`src/rtl/grf_wb_scheduler_pkg.sv`:
```
// Shared constants for the GRF writeback scheduler: register index width,
// the hardwired-zero register and the writer-source encoding.
package grf_wb_scheduler_pkg;

  localparam int unsigned REG_W    = 5;
  localparam int unsigned REG_ZERO = 0;
  localparam logic        SRC_PIPE = 1'b0;
  localparam logic        SRC_MD   = 1'b1;

endpackage

```
`src/rtl/grf_wb_skid.sv`:
```
// One-entry holding buffer for an MD result that lost arbitration to the
// pipeline writeback, plus a saturating count of cycles it has waited.
module grf_wb_skid
  import grf_wb_scheduler_pkg::*;
#(
  parameter int unsigned AW           = REG_W,
  parameter int unsigned DATA_W       = 32,
  parameter int unsigned STARVE_LIMIT = 2
) (
  input  logic              clk,
  input  logic              reset,
  input  logic              load,
  input  logic              drain,
  input  logic [AW-1:0]     in_addr,
  input  logic [DATA_W-1:0] in_data,
  input  logic [DATA_W-1:0] in_pc,
  output logic              valid,
  output logic [AW-1:0]     addr,
  output logic [DATA_W-1:0] data,
  output logic [DATA_W-1:0] pc,
  output logic              starved
);

  localparam int unsigned CW = $clog2(STARVE_LIMIT + 1);

  logic [CW-1:0] wait_q;

  // Capture on load, empty on drain, otherwise count waiting cycles (saturating).
  always_ff @(posedge clk) begin
    if (reset) begin
      valid  <= 1'b0;
      addr   <= '0;
      data   <= '0;
      pc     <= '0;
      wait_q <= '0;
    end else if (load) begin
      valid  <= 1'b1;
      addr   <= in_addr;
      data   <= in_data;
      pc     <= in_pc;
      wait_q <= '0;
    end else if (drain) begin
      valid  <= 1'b0;
      wait_q <= '0;
    end else if (valid && (wait_q < CW'(STARVE_LIMIT))) begin
      wait_q <= wait_q + 1'b1;
    end
  end

  assign starved = valid && (wait_q >= CW'(STARVE_LIMIT));

endmodule

```
`src/rtl/grf_wb_scheduler.sv`:
```
// GRF write-port scheduler: busy-bit scoreboard gating issue on RAW/WAW
// hazards, and a pipe > skid > MD arbiter feeding the registered write port.
module grf_wb_scheduler
  import grf_wb_scheduler_pkg::*;
#(
  parameter int unsigned DATA_W       = 32,
  parameter int unsigned NREG         = 32,
  parameter int unsigned STARVE_LIMIT = 2,
  localparam int unsigned AW          = $clog2(NREG)
) (
  input  logic              clk,
  input  logic              reset,
  input  logic              issue_valid,
  input  logic [AW-1:0]     issue_rs,
  input  logic [AW-1:0]     issue_rt,
  input  logic [AW-1:0]     issue_rd,
  input  logic              issue_src,
  output logic              issue_ready,
  input  logic              pipe_wb_valid,
  input  logic [AW-1:0]     pipe_wb_addr,
  input  logic [DATA_W-1:0] pipe_wb_data,
  input  logic [DATA_W-1:0] pipe_wb_pc,
  input  logic              md_wb_valid,
  output logic              md_wb_ready,
  input  logic [AW-1:0]     md_wb_addr,
  input  logic [DATA_W-1:0] md_wb_data,
  input  logic [DATA_W-1:0] md_wb_pc,
  output logic              grf_we,
  output logic [AW-1:0]     grf_a3,
  output logic [DATA_W-1:0] grf_wd,
  output logic [DATA_W-1:0] grf_pc,
  output logic              wb_err
);

  localparam logic [AW-1:0] Zero = AW'(REG_ZERO);

  logic [NREG-1:0]   busy_q, busy_d;
  logic              issue_acc, md_acc;
  logic              skid_valid, skid_starved, skid_load, skid_drain;
  logic [AW-1:0]     skid_addr;
  logic [DATA_W-1:0] skid_data, skid_pc;
  logic              win_valid, win_we;
  logic [AW-1:0]     win_addr;
  logic [DATA_W-1:0] win_data, win_pc;

  // Issue gate: RAW on either source, WAW on rd, and drain stall for pipe writers.
  always_comb begin
    issue_ready = 1'b1;
    if (busy_q[issue_rs] || busy_q[issue_rt]) issue_ready = 1'b0;
    if ((issue_rd != Zero) && busy_q[issue_rd]) issue_ready = 1'b0;
    if ((issue_src == SRC_PIPE) && (issue_rd != Zero) && skid_starved) issue_ready = 1'b0;
  end

  assign issue_acc = issue_valid && issue_ready;

  // Scoreboard update: commit clears first so a same-edge issue to that register wins.
  always_comb begin
    busy_d = busy_q;
    if (grf_we) busy_d[grf_a3] = 1'b0;
    if (issue_acc && (issue_rd != Zero)) busy_d[issue_rd] = 1'b1;
    busy_d[0] = 1'b0;
  end

  // Arbitration: pipe cannot be stalled, so a colliding MD result parks in the skid.
  always_comb begin
    md_wb_ready = !skid_valid;
    md_acc      = md_wb_valid && !skid_valid;
    skid_load   = 1'b0;
    skid_drain  = 1'b0;
    win_valid   = 1'b0;
    win_addr    = pipe_wb_addr;
    win_data    = pipe_wb_data;
    win_pc      = pipe_wb_pc;
    if (pipe_wb_valid) begin
      win_valid = 1'b1;
      skid_load = md_acc;
    end else if (skid_valid) begin
      win_valid  = 1'b1;
      skid_drain = 1'b1;
      win_addr   = skid_addr;
      win_data   = skid_data;
      win_pc     = skid_pc;
    end else if (md_acc) begin
      win_valid = 1'b1;
      win_addr  = md_wb_addr;
      win_data  = md_wb_data;
      win_pc    = md_wb_pc;
    end
    // Register 0 consumes the slot but never reaches the GRF.
    win_we = win_valid && (win_addr != Zero);
  end

  // Register the winner onto the GRF port; flag writes to registers with no outstanding writer.
  always_ff @(posedge clk) begin
    if (reset) begin
      busy_q <= '0;
      grf_we <= 1'b0;
      grf_a3 <= '0;
      grf_wd <= '0;
      grf_pc <= '0;
      wb_err <= 1'b0;
    end else begin
      busy_q <= busy_d;
      grf_we <= win_we;
      if (win_we) begin
        grf_a3 <= win_addr;
        grf_wd <= win_data;
        grf_pc <= win_pc;
        if (!busy_q[win_addr]) wb_err <= 1'b1;
      end
    end
  end

  grf_wb_skid #(
    .AW           (AW),
    .DATA_W       (DATA_W),
    .STARVE_LIMIT (STARVE_LIMIT)
  ) u_skid (
    .clk     (clk),
    .reset   (reset),
    .load    (skid_load),
    .drain   (skid_drain),
    .in_addr (md_wb_addr),
    .in_data (md_wb_data),
    .in_pc   (md_wb_pc),
    .valid   (skid_valid),
    .addr    (skid_addr),
    .data    (skid_data),
    .pc      (skid_pc),
    .starved (skid_starved)
  );

endmodule
```
`config.mk`:
```
export PLATFORM = sky130hd
export DESIGN_NAME = grf_wb_scheduler
export DESIGN_NICKNAME = d
export VERILOG_FILES = /design/src/rtl/grf_wb_scheduler_pkg.sv /design/src/rtl/grf_wb_skid.sv /design/src/rtl/grf_wb_scheduler.sv
export SDC_FILE = /design/constraint.sdc
export NUM_CORES = 1
export LEC_CHECK = 0
export CORE_UTILIZATION = 38
export CTS_BUF_LIST = sky130_fd_sc_hd__clkbuf_16
export DETAILED_ROUTE_END_ITERATION = 7
export GPL_TIMING_DRIVEN = 0
export SYNTH_ARGS = -nofsm -noshare
export SYNTH_HDL_FRONTEND = slang
export SYNTH_SLANG_ARGS = --single-unit
```
`constraint.sdc`:
```
create_clock -name clk -period 5.2 [get_ports clk]
set_input_delay 1.04 -clock clk [delete_from_list [all_inputs] [get_ports clk]]
set_output_delay 1.04 -clock clk [all_outputs]
set_load 0.01 [all_outputs]
```
==> flow_metrics.env <==
export IMPL_ys_seq_elements=174
export IMPL_finalHoldViolCount=0
export IMPL_clockBufferDepth=2
export IMPL_grt_max_degree=18
export IMPL_clock_root_buffer="clkbuf_16"
export IMPL_grt_pass1_wl_um=52500
export IMPL_setup_violations=0
export IMPL_drc=0
export IMPL_clock_skew_ns=0.0124
export IMPL_fmax_ghz=0.207
export IMPL_cp_end_kind="primary output"
export IMPL_initial_utilization_pct=38.6
export IMPL_place_ws_ns=0.0678
export IMPL_period_share_pct=93.1
export IMPL_dpl_hpwl_um=24500
export IMPL_tns_ns=0
export IMPL_clock_sinks=174
export IMPL_port_buffer_count=223
export IMPL_power_density_nw_per_um2=276
export IMPL_cts_buffers_inserted=17
export IMPL_whs_ns=0.457
export IMPL_wl_um=33500
export IMPL_cts_hold_buf=0
export IMPL_synth_area_um2=9360
export IMPL_worst_setup_path_type="input port to primary output"
export IMPL_die_x_um=159
export IMPL_gr_total_overflow=0
export IMPL_slew_limit_headroom_pct=4.98
export IMPL_yosysUniqueCellTypes=65
export IMPL_total_power_mw=3.47
export IMPL_dr_pass1_iters=5
export IMPL_fin_crit_ns=4.84
export IMPL_drtIter0Drc=579
export IMPL_postSynth_asyncResetShare_pct=0
export IMPL_via_count=9598
export IMPL_cts_tree="yes"
export IMPL_clkLatencyLatePin_ns=0.44
export IMPL_grtUsageTotal_pct=26.3
export IMPL_maxSlewViolCount=0
export IMPL_nNetsFinal=1523
export IMPL_cts_resized=0
export IMPL_drive_gt1_share_pct=9.01
export IMPL_path_max_fanout=10
export IMPL_cap_violations=0
export IMPL_cts_post_setup_buffers_inserted=0
export IMPL_die_area_um2=25300
export IMPL_die_height_um=159
export IMPL_synth_nets=1281
export IMPL_synthCells=1121
export IMPL_ys_seq_area_share_pct=37.2
export IMPL_startpoint_type="input port"
export IMPL_leakagePower_nw=4.52
export IMPL_synth_ff_type="dfxtp_1"
export IMPL_antenna_found_initial=5
export IMPL_gp_congestion=0.857
export IMPL_worst_slack_ns=0.360
export IMPL_rsz0062_at_grt="no"
export IMPL_ys_warnings_count=0
export IMPL_synth_edf_count=0
export IMPL_status="complete, no violations"
export IMPL_layout_commonest_cell="clkdlybuf4s50_1"
export IMPL_crit_required_ns=4.16
export IMPL_avgSynthCellArea_um2=8.35
export IMPL_vdd_drop_max_mv=0.172
export IMPL_htreeDepth=4
export IMPL_coreArea_um2=24200
export IMPL_grt_pass1_vias=9210
export IMPL_hold_class="register to register"
export IMPL_arrival_ns=3.80
export IMPL_clk_pin_slew_worst_paths_ns=0.07
export IMPL_worst_pin_slew_ns=1.41
export IMPL_postRouteAntennaNets=0
export IMPL_mostFrequentLayoutCells="clkdlybuf4s50_1 (223), dfxtp_1 (174), nor2_1 (145)"
export IMPL_viasPerCell=5.63
export IMPL_area_growth_pct=34.3
export IMPL_pin_count=232
export IMPL_routedWlPerCell_um=19.7
export IMPL_num_rows=57
export IMPL_fillCellCount=2350
cells in the mapped netlist (all sizes together), types with 22 or more instances:
master,n,area (µm²)
nand3,22,110
nor2b,68,425
buf,37,203
a21oi,105,526
clkbuf,68,255
o21ai,35,258
a211oi,65,488
nand2,123,462
nor2,145,544
dfxtp,174,3480
a221oi,66,578
a22o,40,350
power by group:
part           total (mW)  internal [mW]  switching (mW)
Sequential           1.47           1.42          0.0565
Combinational       0.754          0.368           0.386
Clock                1.24          0.629           0.611
Total                3.47           2.41            1.05
worst paths after layout:
kind                  startpoint              to  slack [ns]  cells past startpoint
hold / removal    u_skid.addr[1]  u_skid.addr[1]        0.46                      2
setup / recovery     issue_rd[3]     issue_ready        0.36                     11
hold reg to reg   u_skid.addr[1]  u_skid.addr[1]        0.46                      2
setup reg to reg    u_skid.valid       grf_pc[2]        2.15                      9
sequential cells by signal (all words and copies together), names as in the netlist:
register,count
grf_we,1
u_skid.pc,32
u_skid.valid,1
u_skid.addr,5
busy_q,31
u_skid.wait_q,2
grf_a3,5
wb_err,1
u_skid.data,32
grf_pc,32
grf_wd,32
metrics by stage:
| step | cell area, µm² | std cells | utilization, % |
|---|---|---|---|
| floorplan | 9360 | 1121 | - |
| global placement | 12000 | 1668 | 49.5 |
| detailed placement | 12000 | 1668 | 49.5 |
| CTS | 12600 | 1700 | 51.8 |
| global route | 12600 | 1702 | 51.8 |
| finish | 12600 | 1704 | 51.9 |
worst max-delay path, stage by stage:
cell and delay [ns]:
clkdlybuf4s50_1 0.48, clkbuf_1 0.35, and3b_1 0.22, buf_1 0.25, a21oi_1 0.11, o21ai_0 0.23, a21oi_1 0.11, o2111ai_4 0.31
buf_6 0.20, inv_1 0.04, clkdlybuf4s50_1 0.46
cells by family after synthesis:
logic type,share of synthesized area [%]
AO/OA/AOI/OAI,27.6
buffers and inverters,5.29
multiplexers,7.60
adder cells (fa/ha/maj),0.134
AND/OR/NAND/NOR,22.2
flip-flops,37.2
final cells by class:
type                            instances  area [µm²]  area share, %
Multi-Input combinational cell        832        5390           42.9
Sequential cell                       174        3480           27.7
Timing Repair Buffer                  223        2230           17.7
Buffer                                105         458           3.64
Clock buffer                           17         425           3.38
Tap cell                              324         405           3.22
Clock inverter                         15         131           1.04
Inverter                               10        37.5          0.298
Antenna cell                            4        10.0         0.0796
per-layer routing:
layer | vias to the layer above | part of all wire [%] | track usage (%)
met4 | 2 | 1.8 | 8.13
li1 | 4628 | - | -
met2 | 365 | 47 | 43.0
met5 | - | 0.033 | 0
met1 | 4559 | 45 | 35.0
met3 | 44 | 6.6 | 5.18
Power figures use the tool's default switching activity.
==> edit: new RTL, same flow settings <==
`DATA_W` is set to 32 in 2 places; all go to 16.
--- a/src/rtl/grf_wb_skid.sv
+++ b/src/rtl/grf_wb_skid.sv
@@ -6,3 +6,3 @@
   parameter int unsigned AW           = REG_W,
-  parameter int unsigned DATA_W       = 32,
+  parameter int unsigned DATA_W       = 16,
   parameter int unsigned STARVE_LIMIT = 2
--- a/src/rtl/grf_wb_scheduler.sv
+++ b/src/rtl/grf_wb_scheduler.sv
@@ -5,3 +5,3 @@
 #(
-  parameter int unsigned DATA_W       = 32,
+  parameter int unsigned DATA_W       = 16,
   parameter int unsigned NREG         = 32,
Interface: changed (6 resized); port bits go from 232 to 136. The function was not compared with the original's and may differ.
==> edit against the unedited design <==
- sequential cell count shrank 64
- count of clock-buffer cells in the layout decreased by 8
- fmax decreased by 4.3%
- sequential share of layout area is 0.58 points lower
- routed wire length shrank 36%
- total power is 41% lower
- setup slack worse by 0.22 ns
- combinational power shrank 39%
- final area decreased by 35%
- synthesized area decreased by 33%
- critical path type unchanged
- critical endpoint unchanged
- largest power group unchanged
==> edit: results (changes against the unedited design) <==
----------------------------------------------------
[Finish]
  Antenna diodes ... 0 (-4)
  Net count, final ... 926 (-39%)
  Count of placed standard cells in the final layout, fillers left out ... 1,051 (-38%)
  Filler cells ... 1,542 (-34%)
  Fraction of layout instances using a drive strength above 1 ... 7.66% (-1.3 points)

[Timing]
  Pin slew with the least headroom to its limit ... 0.787 ns (-0.627 ns)
  Worst clock skew on the final layout ... 0.0112 ns (-0.00118 ns)
  Post-route fraction of the period consumed by the critical path ... 97.2% (+4.2 points)

[Synth]
  Nets in the synthesized netlist ... 786 (-39%)
  Fraction of synthesized area in multiplexers ... 14.5% (+6.9 points)
  Top post-synthesis cells by area ... sky130_fd_sc_hd__dfxtp_1 35%, sky130_fd_sc_hd__mux4_2 6.5%, sky130_fd_sc_hd__nor2_1 5.3%
  Synth top cells by count ... 110 x sky130_fd_sc_hd__dfxtp_1, 88 x sky130_fd_sc_hd__nor2_1, 52 x sky130_fd_sc_hd__clkbuf_1, 51 x sky130_fd_sc_hd__nor2b_1, 39 x sky130_fd_sc_hd__a21oi_1
  Adder-cell share of the synthesized area ... 0.199% (+0.066 points)
  Sequential area share after synthesis ... 35.1% (-2.1 points)

[GRT]
  First-pass GRT wire length ... 33,100 µm (-37%)
  GRT Resource Usage Total ... 25.6% (-0.71 points)
  Via count of the first global-routing pass ... 6,082 (-34%)
  Maximum number of pins on one net before global-route repair ... 19 (+1)

[Place]
  DP HPWL ... 15,700 µm (-36%)
  PortBufs ... 129 (-42%)
  Placer congestion estimate ... 0.931 (+8.7%)
  Number of cells in the design after placement ... 1,035 (-38%)

[Drt]
  Number of DRC violations after detailed-routing iteration 0 ... 617 (+6.6%)
  Total wire length ... 21,600 µm (-36%)
  Vias ... 6,209 (-35%)

[Critical path]
  First element of the critical path ... issue_rd[0]

[Outcome]
  Result of the run ... finished, final reports clean

[Power]
  Max IR drop VDD ... 153 µV (-11%)
  Leakage component of the power ... 2.92 nW (-35%)

----------------------------------------------------
==> edit: cell count changes after synthesis, sizes merged, moves of 32 or more <==
cell	delta
dfxtp	-64
nor2	-57
a211oi	-32
a221oi	-33
a21oi	-66
nand2	-90
==> edit: per-stage QoR <==
stage	setup slack (ns)	hold WS, ns	utilization, %	cell area (µm²)	power [mW]
2_1_floorplan	1.30	0.450	-	6280	1.17
3_5_place_dp	0.0155	0.465	49.0	7840	1.40
3_3_place_gp	0.0748	0.464	49.0	7840	1.39
6_report	0.144	0.486	50.7	8120	2.06
4_1_cts	0.00295	0.487	50.7	8120	2.06
5_1_grt	0.0293	0.503	50.7	8120	2.14
==> edit: path summary, 6_finish.rpt <==
kind               endpoint  slack [ns]  cells after the start
min          u_skid.data[6]        0.49                      1
max reg2reg      grf_wd[14]        2.02                     10
min reg2reg  u_skid.data[6]        0.49                      1
max             issue_ready        0.14                      8
==> edit: worst max-delay path: stages <==
cell and delay [ns]:
sky130_fd_sc_hd__clkdlybuf4s50_1 0.51, sky130_fd_sc_hd__buf_6 0.18, sky130_fd_sc_hd__mux4_1 0.55, sky130_fd_sc_hd__mux4_2 0.54, sky130_fd_sc_hd__a2111oi_4 0.46, sky130_fd_sc_hd__nor2_1 0.10
sky130_fd_sc_hd__nor2_1 0.09, sky130_fd_sc_hd__clkdlybuf4s50_1 0.54
==> edit: logic make-up (layout without fill, tap and decap cells) <==
family / Yosys count / count (layout)
flip-flops: 110 / 110
AO/OA/AOI/OAI: 204 / 204
AND/OR/NAND/NOR: 241 / 241
buffers and inverters: 76 / 221
multiplexers: 58 / 58
adder cells (fa/ha/maj): 1 / 1
==> edit: report_power, final <==
part           internal (mW)  total [mW]  leakage, nW  switching [mW]
clock network          0.328       0.670        0.137           0.342
registers              0.891       0.927        0.902          0.0362
logic                  0.223       0.460         1.89           0.237
==> edit: final cells by class <==
type | instances | area share [%]
flip-flops and latches | 110 | 27.1
clock inverters | 7 | 0.632
clock buffers | 9 | 2.77
repair buffers | 129 | 15.9
multi-input cells | 504 | 46.3
well taps | 216 | 3.33
inverters | 10 | 0.462
plain buffers | 66 | 3.51
==> edit: layer usage <==
metal / routed length, µm / track usage (%) / up-vias
li1: - / - / 2878
met1: 9440 / 33.4 / 3006
met2: 9870 / 41.4 / 290
met3: 1860 / 7.21 / 35
met4: 387 / 7.03 / 0
met5: 0 / 0 / -
==> edit: timing repair <==
item	4_1_cts	5_1_grt
setup endpoints to repair	0	1
gates resized for setup	0	1
endpoints found under the hold margin	0	0
